<file path="config.mk">
export PLATFORM = sky130hd
export DESIGN_NAME = keypad_pass_scanner
export DESIGN_NICKNAME = d
export VERILOG_FILES = /design/src/rtl/keypad_pass_scanner.sv
export SDC_FILE = /design/constraint.sdc
export NUM_CORES = 1
export LEC_CHECK = 0
export ABC_AREA = 1
export ABC_CLOCK_PERIOD_IN_PS = 2150
export CORE_MARGIN = 4
export CORE_UTILIZATION = 29
export DETAILED_ROUTE_END_ITERATION = 10
export DONT_BUFFER_PORTS = 1
export HOLD_SLACK_MARGIN = 0.05
export PLACE_DENSITY = 0.47
export SYNTH_ARGS = -nofsm -noshare
export SYNTH_HDL_FRONTEND = slang
export SYNTH_SLANG_ARGS = --single-unit
</file>
<file path="constraint.sdc">
create_clock -name clk -period 2.15 [get_ports clk]
set_input_delay 0.645 -clock clk [delete_from_list [all_inputs] [get_ports clk]]
set_output_delay 0.645 -clock clk [all_outputs]
set_load 0.03 [all_outputs]
</file>
<file path="src/rtl/keypad_pass_scanner.sv">
// 4x4 active-low keypad scanner with press/release debounce, feeding the
// password ROM controller with a key code, a load strobe and a pound flag.
module keypad_pass_scanner #(
    parameter int unsigned SCAN_DIV = 1000,
    parameter int unsigned DEBOUNCE = 20000
) (
    input  logic       clk,
    input  logic       rst,
    input  logic [3:0] row_n,
    output logic [3:0] col_n,
    output logic [3:0] pass_input,
    output logic       pass_load,
    output logic       pass_pound
);

    localparam int unsigned DIV_W = (SCAN_DIV > 1) ? $clog2(SCAN_DIV) : 1;
    localparam int unsigned DB_W  = (DEBOUNCE > 1) ? $clog2(DEBOUNCE) : 1;

    localparam logic [1:0] S_SCAN     = 2'd0;
    localparam logic [1:0] S_DEBOUNCE = 2'd1;
    localparam logic [1:0] S_PRESSED  = 2'd2;
    localparam logic [1:0] S_RELEASE  = 2'd3;

    logic [3:0]       row_s1_q, rs_q;
    logic [1:0]       state_q, state_d;
    logic [DIV_W-1:0] div_q, div_d;
    logic [DB_W-1:0]  cnt_q, cnt_d;
    logic [1:0]       col_q, col_d;
    logic [1:0]       row_q, row_d;
    logic [3:0]       col_n_q, col_n_d;
    logic [3:0]       pass_input_q, pass_input_d;
    logic             pass_load_q, pass_load_d;
    logic             pass_pound_q, pass_pound_d;

    logic             one_low;
    logic [1:0]       low_idx;
    logic [3:0]       captured;
    logic             div_tc, cnt_tc, all_high, is_pound;
    logic [3:0]       key_code;

    // Only a single low row is a valid press; anything else is ignored.
    always_comb begin
        one_low = 1'b1;
        low_idx = 2'd0;
        case (rs_q)
            4'b1110: low_idx = 2'd0;
            4'b1101: low_idx = 2'd1;
            4'b1011: low_idx = 2'd2;
            4'b0111: low_idx = 2'd3;
            default: one_low = 1'b0;
        endcase
    end

    always_comb begin
        key_code = 4'h0;
        case ({row_q, col_q})
            4'b00_00: key_code = 4'h1;
            4'b00_01: key_code = 4'h2;
            4'b00_10: key_code = 4'h3;
            4'b00_11: key_code = 4'hA;
            4'b01_00: key_code = 4'h4;
            4'b01_01: key_code = 4'h5;
            4'b01_10: key_code = 4'h6;
            4'b01_11: key_code = 4'hB;
            4'b10_00: key_code = 4'h7;
            4'b10_01: key_code = 4'h8;
            4'b10_10: key_code = 4'h9;
            4'b10_11: key_code = 4'hC;
            4'b11_00: key_code = 4'hE;
            4'b11_01: key_code = 4'h0;
            4'b11_11: key_code = 4'hD;
            default:  key_code = 4'h0;
        endcase
    end

    assign captured = ~(4'b0001 << row_q);
    assign div_tc   = (div_q == DIV_W'(SCAN_DIV - 1));
    assign cnt_tc   = (cnt_q == DB_W'(DEBOUNCE - 1));
    assign all_high = (rs_q == 4'b1111);
    assign is_pound = (row_q == 2'd3) && (col_q == 2'd2);

    always_comb begin
        state_d      = state_q;
        div_d        = div_q;
        cnt_d        = cnt_q;
        col_d        = col_q;
        row_d        = row_q;
        pass_input_d = pass_input_q;
        pass_load_d  = 1'b0;
        pass_pound_d = pass_pound_q;
        case (state_q)
            S_SCAN: begin
                if (div_tc) begin
                    div_d = '0;
                    if (one_low) begin
                        row_d   = low_idx;
                        cnt_d   = '0;
                        state_d = S_DEBOUNCE;
                    end else begin
                        col_d = col_q + 2'd1;
                    end
                end else begin
                    div_d = div_q + DIV_W'(1);
                end
            end
            S_DEBOUNCE: begin
                if (rs_q == captured) begin
                    if (cnt_tc) begin
                        state_d = S_PRESSED;
                        if (is_pound) begin
                            pass_pound_d = 1'b0;
                        end else begin
                            pass_input_d = key_code;
                            pass_load_d  = 1'b1;
                        end
                    end else begin
                        cnt_d = cnt_q + DB_W'(1);
                    end
                end else begin
                    div_d   = '0;
                    state_d = S_SCAN;
                end
            end
            S_PRESSED: begin
                if (all_high) begin
                    cnt_d   = '0;
                    state_d = S_RELEASE;
                end
            end
            default: begin
                if (all_high) begin
                    if (cnt_tc) begin
                        pass_pound_d = 1'b1;
                        col_d        = col_q + 2'd1;
                        div_d        = '0;
                        state_d      = S_SCAN;
                    end else begin
                        cnt_d = cnt_q + DB_W'(1);
                    end
                end else begin
                    cnt_d = '0;
                end
            end
        endcase
        col_n_d = ~(4'b0001 << col_d);
    end

    always_ff @(posedge clk or negedge rst) begin
        if (!rst) begin
            row_s1_q     <= 4'hF;
            rs_q         <= 4'hF;
            state_q      <= S_SCAN;
            div_q        <= '0;
            cnt_q        <= '0;
            col_q        <= 2'd0;
            row_q        <= 2'd0;
            col_n_q      <= 4'b1110;
            pass_input_q <= 4'h0;
            pass_load_q  <= 1'b0;
            pass_pound_q <= 1'b1;
        end else begin
            row_s1_q     <= row_n;
            rs_q         <= row_s1_q;
            state_q      <= state_d;
            div_q        <= div_d;
            cnt_q        <= cnt_d;
            col_q        <= col_d;
            row_q        <= row_d;
            col_n_q      <= col_n_d;
            pass_input_q <= pass_input_d;
            pass_load_q  <= pass_load_d;
            pass_pound_q <= pass_pound_d;
        end
    end

    assign col_n      = col_n_q;
    assign pass_input = pass_input_q;
    assign pass_load  = pass_load_q;
    assign pass_pound = pass_pound_q;

endmodule

</file>
---- Word level (Yosys, flattened, before mapping) ----
Memories as Yosys holds them, arrays and structs flattened. A register that Yosys moved wholly into a read port is not among the register bits.
Index checks and enable logic that the tools add are counted.
word-level totals
  register bits ........................... 45
  ROM bits ................................ 64
  input port bits ......................... 6
  output and inout bits ................... 10
  word-level logic and storage cells ...... 93
  memories kept ........................... 1
cells by class
  add/subtract/negate cells ............... 3
  eq/ne operators ......................... 19
  shift-type cells ........................ 2
  mux-type cells .......................... 37
  bitwise gates (word level) .............. 5
  reductions and logical operators ........ 16
memories
  memory            depth  bits a word  read ports  clocked after memory_dff  wr ports  line  source
  (name not given)  16     4            1           1                         0         56    case ({row_q, col_q})
operator list
  cell                                                                    count
  15-bit two-way mux                                                      6
  15-bit case mux with 3 select lines                                     1
  10-bit two-way mux                                                      4
  10-bit case mux with 3 select lines                                     1
  2-bit two-way mux                                                       11
  4-bit equality test (second input constant)                             4
  15-bit by 1-bit adder with 15-bit output (second input constant)        1
  15-bit equality test (second input constant)                            1
  2-bit != test (second input constant)                                   6
  2-bit case mux with 3 select lines                                      2
  4-bit AND reduction                                                     3
  10-bit by 1-bit adder with 10-bit output (second input constant)        1
  10-bit equality test (second input constant)                            1
  1-bit two-way mux                                                       10
  4-bit inverter                                                          2
  1-bit by 2-bit left shift with 4-bit output (first input constant)      2
  2-bit equality test (second input constant)                             3
  6-bit AND reduction                                                     1
  3-bit nonzero test                                                      2
  5-bit AND reduction                                                     1
  4-bit by 3-bit equality test with 1-bit output (second input constant)  1
  4-bit equality test                                                     1
  2-bit case mux with 2 select lines                                      1
  4-bit nonzero test                                                      1
  12 further kinds                                                        15

---- Depth between registers and ports, before layout ----
Gate-level depths: netlist (run 1).
  word-level depth ........................ 8
  mapped depth ............................ 12
  mapped depth without buffers ............ 12

---- Worst setup path after synthesis (run 1) ----
Ideal clock, no wire load.
  path type ............................... reg2reg
  start ................................... register cnt_q[0]
  end ..................................... register div_q[6]
  setup time .............................. 118 ps
  arrival time ............................ 1,535 ps
  required time ........................... 2,032 ps
  setup slack ............................. 497 ps
  stages on the path, launching flop included .. 10
  buffers on the path ..................... 1
  period minus slack after synthesis ...... 1,653 ps
  cells stage by stage .................... dfrtp_1 -> ha_1 -> nand3_2 -> nor2_4 -> nand3_2 -> nand2_2 -> nand3_4 -> buf_8 -> nand2_1 -> o21ai_2
between the ends
  cells in the longest elaborated chain, start to end .. 3
ends and longest elaborated chain
  what                                  line  source
  start: declaration                    27    logic [DB_W-1:0] cnt_q, cnt_d;
  start signal: assignment              166   cnt_q <= cnt_d;
  15-bit equality test                  78    assign cnt_tc = (cnt_q == DB_W'(DEBOUNCE - 1));
  3-bit nonzero test (no source line)   --
  4-bit AND reduction (no source line)  --
  end signal: assignment                165   div_q <= div_d;
  end: declaration                      26    logic [DIV_W-1:0] div_q, div_d;
Every way passes these cells.
A chain may end at the register's enable or synchronous reset.

---- Worst setup path in the final report (run 1) ----
  start ................................... register cnt_q[0]
  end ..................................... register pass_input_q[1], in the netlist pass_input[1]
between the ends
  cells in the longest elaborated chain, start to end .. 2
ends and longest elaborated chain
  what                                  line  source
  15-bit equality test                  78
  4-bit AND reduction (no source line)  --
  end: declaration                      31    logic [3:0] pass_input_q, pass_input_d;
Every way passes these cells.

==> results of run 1 <==
[metrics by stage]
step	hold slack [ns]	power, W
2_1_floorplan	0.345	0.000974
3_5_place_dp	0.351	0.000982
5_1_grt	0.176	0.00200
4_1_cts	0.178	0.00196
3_3_place_gp	0.347	0.000981
6_report	0.192	0.00192
[placed cells by master (no fill, tap or decap), types with 2 or more instances in the layout]
cell and n:
xnor2_1 2, inv_1 44, o21bai_1 3, o21ai_1 7, xor2_1 5, nand4_1 31, ha_1 10, nand3_4 2
nand3_2 3, clkbuf_16 5, inv_2 3, nand2_2 7, a21oi_1 9, dfstp_2 12, nand3_1 36, o21ai_2 7
nand2_1 155, nor2_2 7, o21ai_0 20, buf_4 10, nor2_4 2, dfrtp_1 37, nand3b_1 2, nor3_1 2
nor2_1 38
[how the worst max path moves through the flow]
stage	slack (ns)	startpoint	endpoint
detailed placement	0.22	cnt_q[0]$_DFFE_PN0P_	pass_input[1]$_DFFE_PN0P_
global placement	0.28	cnt_q[0]$_DFFE_PN0P_	pass_input[0]$_DFFE_PN0P_
CTS	0.19	cnt_q[0]$_DFFE_PN0P_	pass_input[1]$_DFFE_PN0P_
global route	0.04	cnt_q[0]$_DFFE_PN0P_	pass_input[1]$_DFFE_PN0P_
floorplan	0.50	cnt_q[0]$_DFFE_PN0P_	div_q[6]$_DFFE_PN0P_
finish	0.24	cnt_q[0]$_DFFE_PN0P_	pass_input[1]$_DFFE_PN0P_
[synth_stat cells, drive strengths merged]
master	count	area (um^2)
nand4	31	194
nand3	41	245
o21ai	34	196
a31o	1	8.76
ha	10	125
xnor2	2	17.5
nor3	2	10.0
nand2	163	637
a21oi	9	45.0
buf	8	63.8
nand3b	2	15.0
a22oi	1	7.51
nor2	47	209
inv	48	183
and2	1	6.26
dfrtp	37	926
o21bai	3	22.5
clkbuf	6	22.5
xor2	5	43.8
dfstp	12	315
[layer usage]
metal	vias up	wire, um	track usage
met5	-	0	0
met4	0	104	0.0356
met3	8	343	0.0248
met2	42	3860	0.222
met1	1351	3730	0.169
li1	1508	-	-
[worst max-delay path, cell delays in order (launching register included)]
cell and delay, ns:
dfrtp_1 0.46, ha_1 0.24, nand3_2 0.15, nor2_2 0.19, nand2_2 0.14, nor2_1 0.11
nand4_1 0.28, nand2_1 0.16, o21ai_1 0.07
[power by group through the flow]
stage / registers (W) / logic, W / clock network [W]
after global placement: 0.000958 / 0.0000236 / 0
after floorplan: 0.000956 / 0.0000180 / 0
after detailed placement: 0.000958 / 0.0000238 / 0
after CTS: 0.000941 / 0.0000439 / 0.000979
after global routing: 0.000941 / 0.0000488 / 0.00101
final: 0.000941 / 0.0000415 / 0.000934
[cell type report]
class / instances / area, um^2
Fill cell: 1188 / 7330
Multi-Input combinational cell: 352 / 1780
Sequential cell: 49 / 1240
Inverter: 48 / 183
Tap cell: 140 / 175
Clock buffer: 6 / 139
Timing Repair Buffer: 11 / 95.1
Clock inverter: 2 / 37.5
[flip-flops by register name, summed over array words and instances, names as in the netlist]
signal,flops
row_q,2
rs_q,4
pass_load,1
pass_pound,1
cnt_q,15
col_q,2
pass_input,4
row_s1_q,4
state_q,2
col_n,4
div_q,10
[cell families (layout without fill, tap and decap cells)]
logic type                 Yosys count  in the layout
and+or+nand+nor                    287            287
buffers and inverters               62             67
DFF                                 49             49
AOI/OAI and AO/OA                   48             48
adders and majority gates           10             10
xor gates and xnor gates             7              7
[what timing repair did]
item	in CTS	in global routing
resized for setup	0	0
setup endpoints to repair	0	0
hold buffers	1	0
hold endpoints to repair	37	0
setup buffers	0	0
==> results.ini, run 1 <==
[run_status]
outcome = complete, no violations

[clock_network]
cts_made_buffers = 5
cts_tree = yes
cts_max_level = 2
clk_latency_ns = 0.29
path_clk_slew_ns = 0.07
cts_root_buffer = clkbuf_16
clock_sinks = 49
clock_tree.buffer_depth = 2

[yosys]
netlist_area_um2 = 3290
yosys.area_share.simple = 0.400
synth_xor_area_frac = 0.0186
synth_compound_area_frac = 0.0851
synthMuxAreaShare = 0
synthAdderAreaFrac = 0.0380
synth_top_family_by_area = simple AND/OR/NAND/NOR gates
synth.avg_cell_area_um2 = 7.11
yosysSeqAreaShare = 0.377
syn_inst = 463
yosys_warnings = 0
ys_ff_latch = 49
ys_types = 33
syn-num-nets = 479

[global_routing]
overflow = 0
grt_pass1_vias = 2808
grt_pass1_wl_um = 13800
grt_use_total = 0.131
grt_max_degree = 38
antenna_found_initial = 0

[detailed_routing]
num_vias = 2909
routed_wl_um = 8040
wl_per_cell_um = 13.2
vias_per_cell = 4.78
first_iter_violations = 160
antenna_violating_nets_post_route = 0
drc = 0
firstDrtPassIters = 4

[sta]
clock_skew_ns = 0.00536
fin_tns_setup_ns = 0
slew_headroom = 0.611
grt_setup_unrepaired = no
fin_crit_sh = 0.891
fmaxAchievable_mhz = 522
setup_viol = 0
period_minus_slack_ns = 1.91
drv_slew = 0
tightest_slew_ns = 0.582
setup_slack_ns = 0.235
hold_viol = 0

[worst_setup_path]
reg2reg_depth = 8
crit_type = reg2reg
start_kind = flop
critical_path_arrival_ns = 2.09
end_kind = flop
r2r_slack_ns = 0.24
path_max_fanout = 8
crit_required_ns = 2.32
rr_startpoint = cnt_q[0]$_DFFE_PN0P_
r2r_end = pass_input[1]$_DFFE_PN0P_

[power_and_ir_drop]
p_leak_nw = 1.66
p_clk_frac = 0.488
comb_power_share = 0.022
seq_power_share = 0.491
ir_worst_vdd_uv = 445
internal-power_w = 0.00153
power.switching_w = 0.000389
powerDensity_nw_per_um2 = 525
swShare = 0.203

[die]
rows = 38
chipHeight_um = 115
dieWidth_um = 115
core_region_area_um2 = 11000
start_util = 0.300
ioPinCount = 16
die-area_um2 = 13100

[place]
dpl.hpwl_um = 5760
portBuffers = 0
place_inst = 599
dpl_cell_area_um2 = 3460
place_congestion = 0.800
place_ws_ns = 0.218

[finish]
nets = 483
instances_no_fill = 608
drive_gt1_frac = 0.139
antenna_cells = 0
final_util = 0.333
fin_area_um2 = 3650
syn_to_final_growth_pct = 10.9

[min_path]
hp-class = in2async

[job]
cap_viol_max_count = 0

Power figures use the tool's default switching activity.
==> run 2: changes to the inputs <==
--- a/config.mk
+++ b/config.mk
@@ -13,6 +13,7 @@
 export DONT_BUFFER_PORTS = 1
 export HOLD_SLACK_MARGIN = 0.05
 export PLACE_DENSITY = 0.47
+export RECOVER_POWER = 50
 export SYNTH_ARGS = -nofsm -noshare
 export SYNTH_HDL_FRONTEND = slang
 export SYNTH_SLANG_ARGS = --single-unit
==> run 2 against run 1 <==
Effect of this change:
- cell count stayed put
- critical path type unchanged
- flip-flop and latch count is the same
- clock power hardly changed
- critical endpoint unchanged
==> results.ini, run 2 (synthesis gave the netlist of run 1 again) <==
[finish]
drive_gt1_frac = 0.139  ; unchanged
regMostFlops = cnt_q
final_common_cell = nand2_1
largest_reg_flops = 15  ; unchanged
largest_registers = cnt_q (15), div_q (10)
nets = 483  ; unchanged
antenna_cells = 0  ; unchanged
syn_to_final_growth_pct = 10.5
mostFrequentLayoutCells = 155 x nand2_1, 44 x inv_1, 38 x nor2_1, 37 x dfrtp_1, 36 x nand3_1

[sta]
worst_hold_slack_ns = 0.190  ; -0.00197 ns
fin_crit_sh = 0.888  ; -0.00310
slew_headroom = 0.323  ; -0.288
period_minus_slack_ns = 1.91  ; -0.00667 ns
setup_viol = 0  ; unchanged
tightest_slew_ns = 1.01  ; +0.432 ns
setup_slack_ns = 0.242  ; +0.00667 ns
grt_setup_unrepaired = no
fin_tns_setup_ns = 0  ; unchanged
drv_slew = 0  ; unchanged
fmaxAchievable_mhz = 524  ; +0.35%
clock_skew_ns = 0.00520  ; -0.000158 ns
hold_viol = 0  ; unchanged

[detailed_routing]
wl_per_cell_um = 13.3  ; +0.26%
first_iter_violations = 172  ; +7.5%
firstDrtPassIters = 4  ; unchanged
antenna_violating_nets_post_route = 0  ; unchanged
vias_per_cell = 4.79  ; +0.21%
routed_wl_um = 8060  ; +0.26%
drc = 0  ; unchanged
num_vias = 2915  ; +0.21%

[die]
chipHeight_um = 115  ; unchanged
ioPinCount = 16  ; unchanged
dieWidth_um = 115  ; unchanged
rows = 38  ; unchanged
start_util = 0.300  ; unchanged
core_region_area_um2 = 11000  ; unchanged
die-area_um2 = 13100  ; unchanged

[worst_setup_path]
rr_startpoint = cnt_q[0]$_DFFE_PN0P_
end_kind = flop
r2r_end = pass_input[1]$_DFFE_PN0P_
critical_path_arrival_ns = 2.08  ; about the same
start_kind = flop
crit_type = reg2reg
reg2reg_depth = 8  ; unchanged
path_max_fanout = 8  ; unchanged
r2r_slack_ns = 0.24  ; about the same
crit_required_ns = 2.33  ; about the same

[clock_network]
cts_tree = yes
clk_latency_ns = 0.29  ; about the same
clock_sinks = 49  ; unchanged
post_cts_buffers = 0  ; unchanged
cts_made_buffers = 5  ; unchanged
cts_max_level = 2  ; unchanged
clock_tree.buffer_depth = 2  ; unchanged
cts_root_buffer = clkbuf_16
path_clk_slew_ns = 0.07  ; about the same

[global_routing]
grt_pass1_wl_um = 13800  ; unchanged
grt_use_total = 0.131  ; unchanged
grt_pass1_vias = 2808  ; unchanged
antenna_found_initial = 0  ; unchanged
grt_max_degree = 38  ; unchanged
overflow = 0  ; unchanged

[power_and_ir_drop]
p_leak_nw = 1.66  ; -0.32%
ir_worst_vdd_uv = 443  ; -0.50%
powerDensity_nw_per_um2 = 526  ; +0.19%

[place]
dpl.hpwl_um = 5760  ; unchanged
portBuffers = 0  ; unchanged
place_congestion = 0.800  ; unchanged
place_ws_ns = 0.218  ; unchanged

[run_status]
outcome = complete, no violations

[min_path]
hp-class = in2async

[job]
cap_viol_max_count = 0  ; unchanged

==> run 2: changes by cell type in the layout (fill, tap and decap cells not counted), sizes merged <==
cell and delta:
buf -1, clkbuf +1
==> run 2: metal layers <==
| layer | part of all wire | wire [um] | global-route usage |
|---|---|---|---|
| met4 | 0.013 | 104 | 0.0356 |
| met2 | 0.47 | 3810 | 0.222 |
| met3 | 0.042 | 338 | 0.0248 |
| met1 | 0.47 | 3810 | 0.169 |
| met5 | 0 | 0 | 0 |
==> run 2: what timing repair did <==
| item | CTS | global route |
|---|---|---|
| endpoints found under the setup margin | 0 | 0 |
| hold buffers | 1 | 0 |
| endpoints found under the hold margin | 37 | 0 |
| gates resized for setup | 0 | 0 |
==> run 2: through the flow <==
stage / cell area, um^2 / total power (W) / std cells / utilization
floorplan: 3290 / 0.000974 / 463 / -
global placement: 3460 / 0.000981 / 599 / 0.315
detailed placement: 3460 / 0.000982 / 599 / 0.315
CTS: 3650 / 0.00196 / 608 / 0.333
global route: 3640 / 0.00200 / 608 / 0.331
finish: 3640 / 0.00191 / 608 / 0.331
==> run 2: critical path, cell delays in order (launching register included) <==
cell and delay [ns]:
dfrtp_1 0.46, ha_1 0.24, nand3_2 0.15, nor2_2 0.19
nand2_2 0.14, nor2_1 0.11, nand4_1 0.27, nand2_1 0.15
o21ai_1 0.07
==> run 2: area by class of cell <==
type / count / area (um^2)
Fill cell: 1190 / 7340
Multi-Input combinational cell: 352 / 1780
Sequential cell: 49 / 1240
Inverter: 48 / 183
Tap cell: 140 / 175
Clock buffer: 6 / 139
Timing Repair Buffer: 11 / 80.1
Clock inverter: 2 / 37.5
==> run 2: how the worst max path moves through the flow <==
stage | start | end | cells after the start
4_1_cts | cnt_q[0]$_DFFE_PN0P_ | pass_input[1]$_DFFE_PN0P_ | 8
3_3_place_gp | cnt_q[0]$_DFFE_PN0P_ | pass_input[0]$_DFFE_PN0P_ | 8
6_report | cnt_q[0]$_DFFE_PN0P_ | pass_input[1]$_DFFE_PN0P_ | 8
2_1_floorplan | cnt_q[0]$_DFFE_PN0P_ | div_q[6]$_DFFE_PN0P_ | 9
5_1_grt | cnt_q[0]$_DFFE_PN0P_ | pass_input[1]$_DFFE_PN0P_ | 8
3_5_place_dp | cnt_q[0]$_DFFE_PN0P_ | pass_input[1]$_DFFE_PN0P_ | 8
==> run 2: power by group <==
part           internal (W)  leakage [nW]   total, W  switching [W]
registers          0.000936         0.629   0.000941     0.00000490
clock network      0.000581        0.0831   0.000933       0.000352
logic            0.00000762         0.948  0.0000384      0.0000308
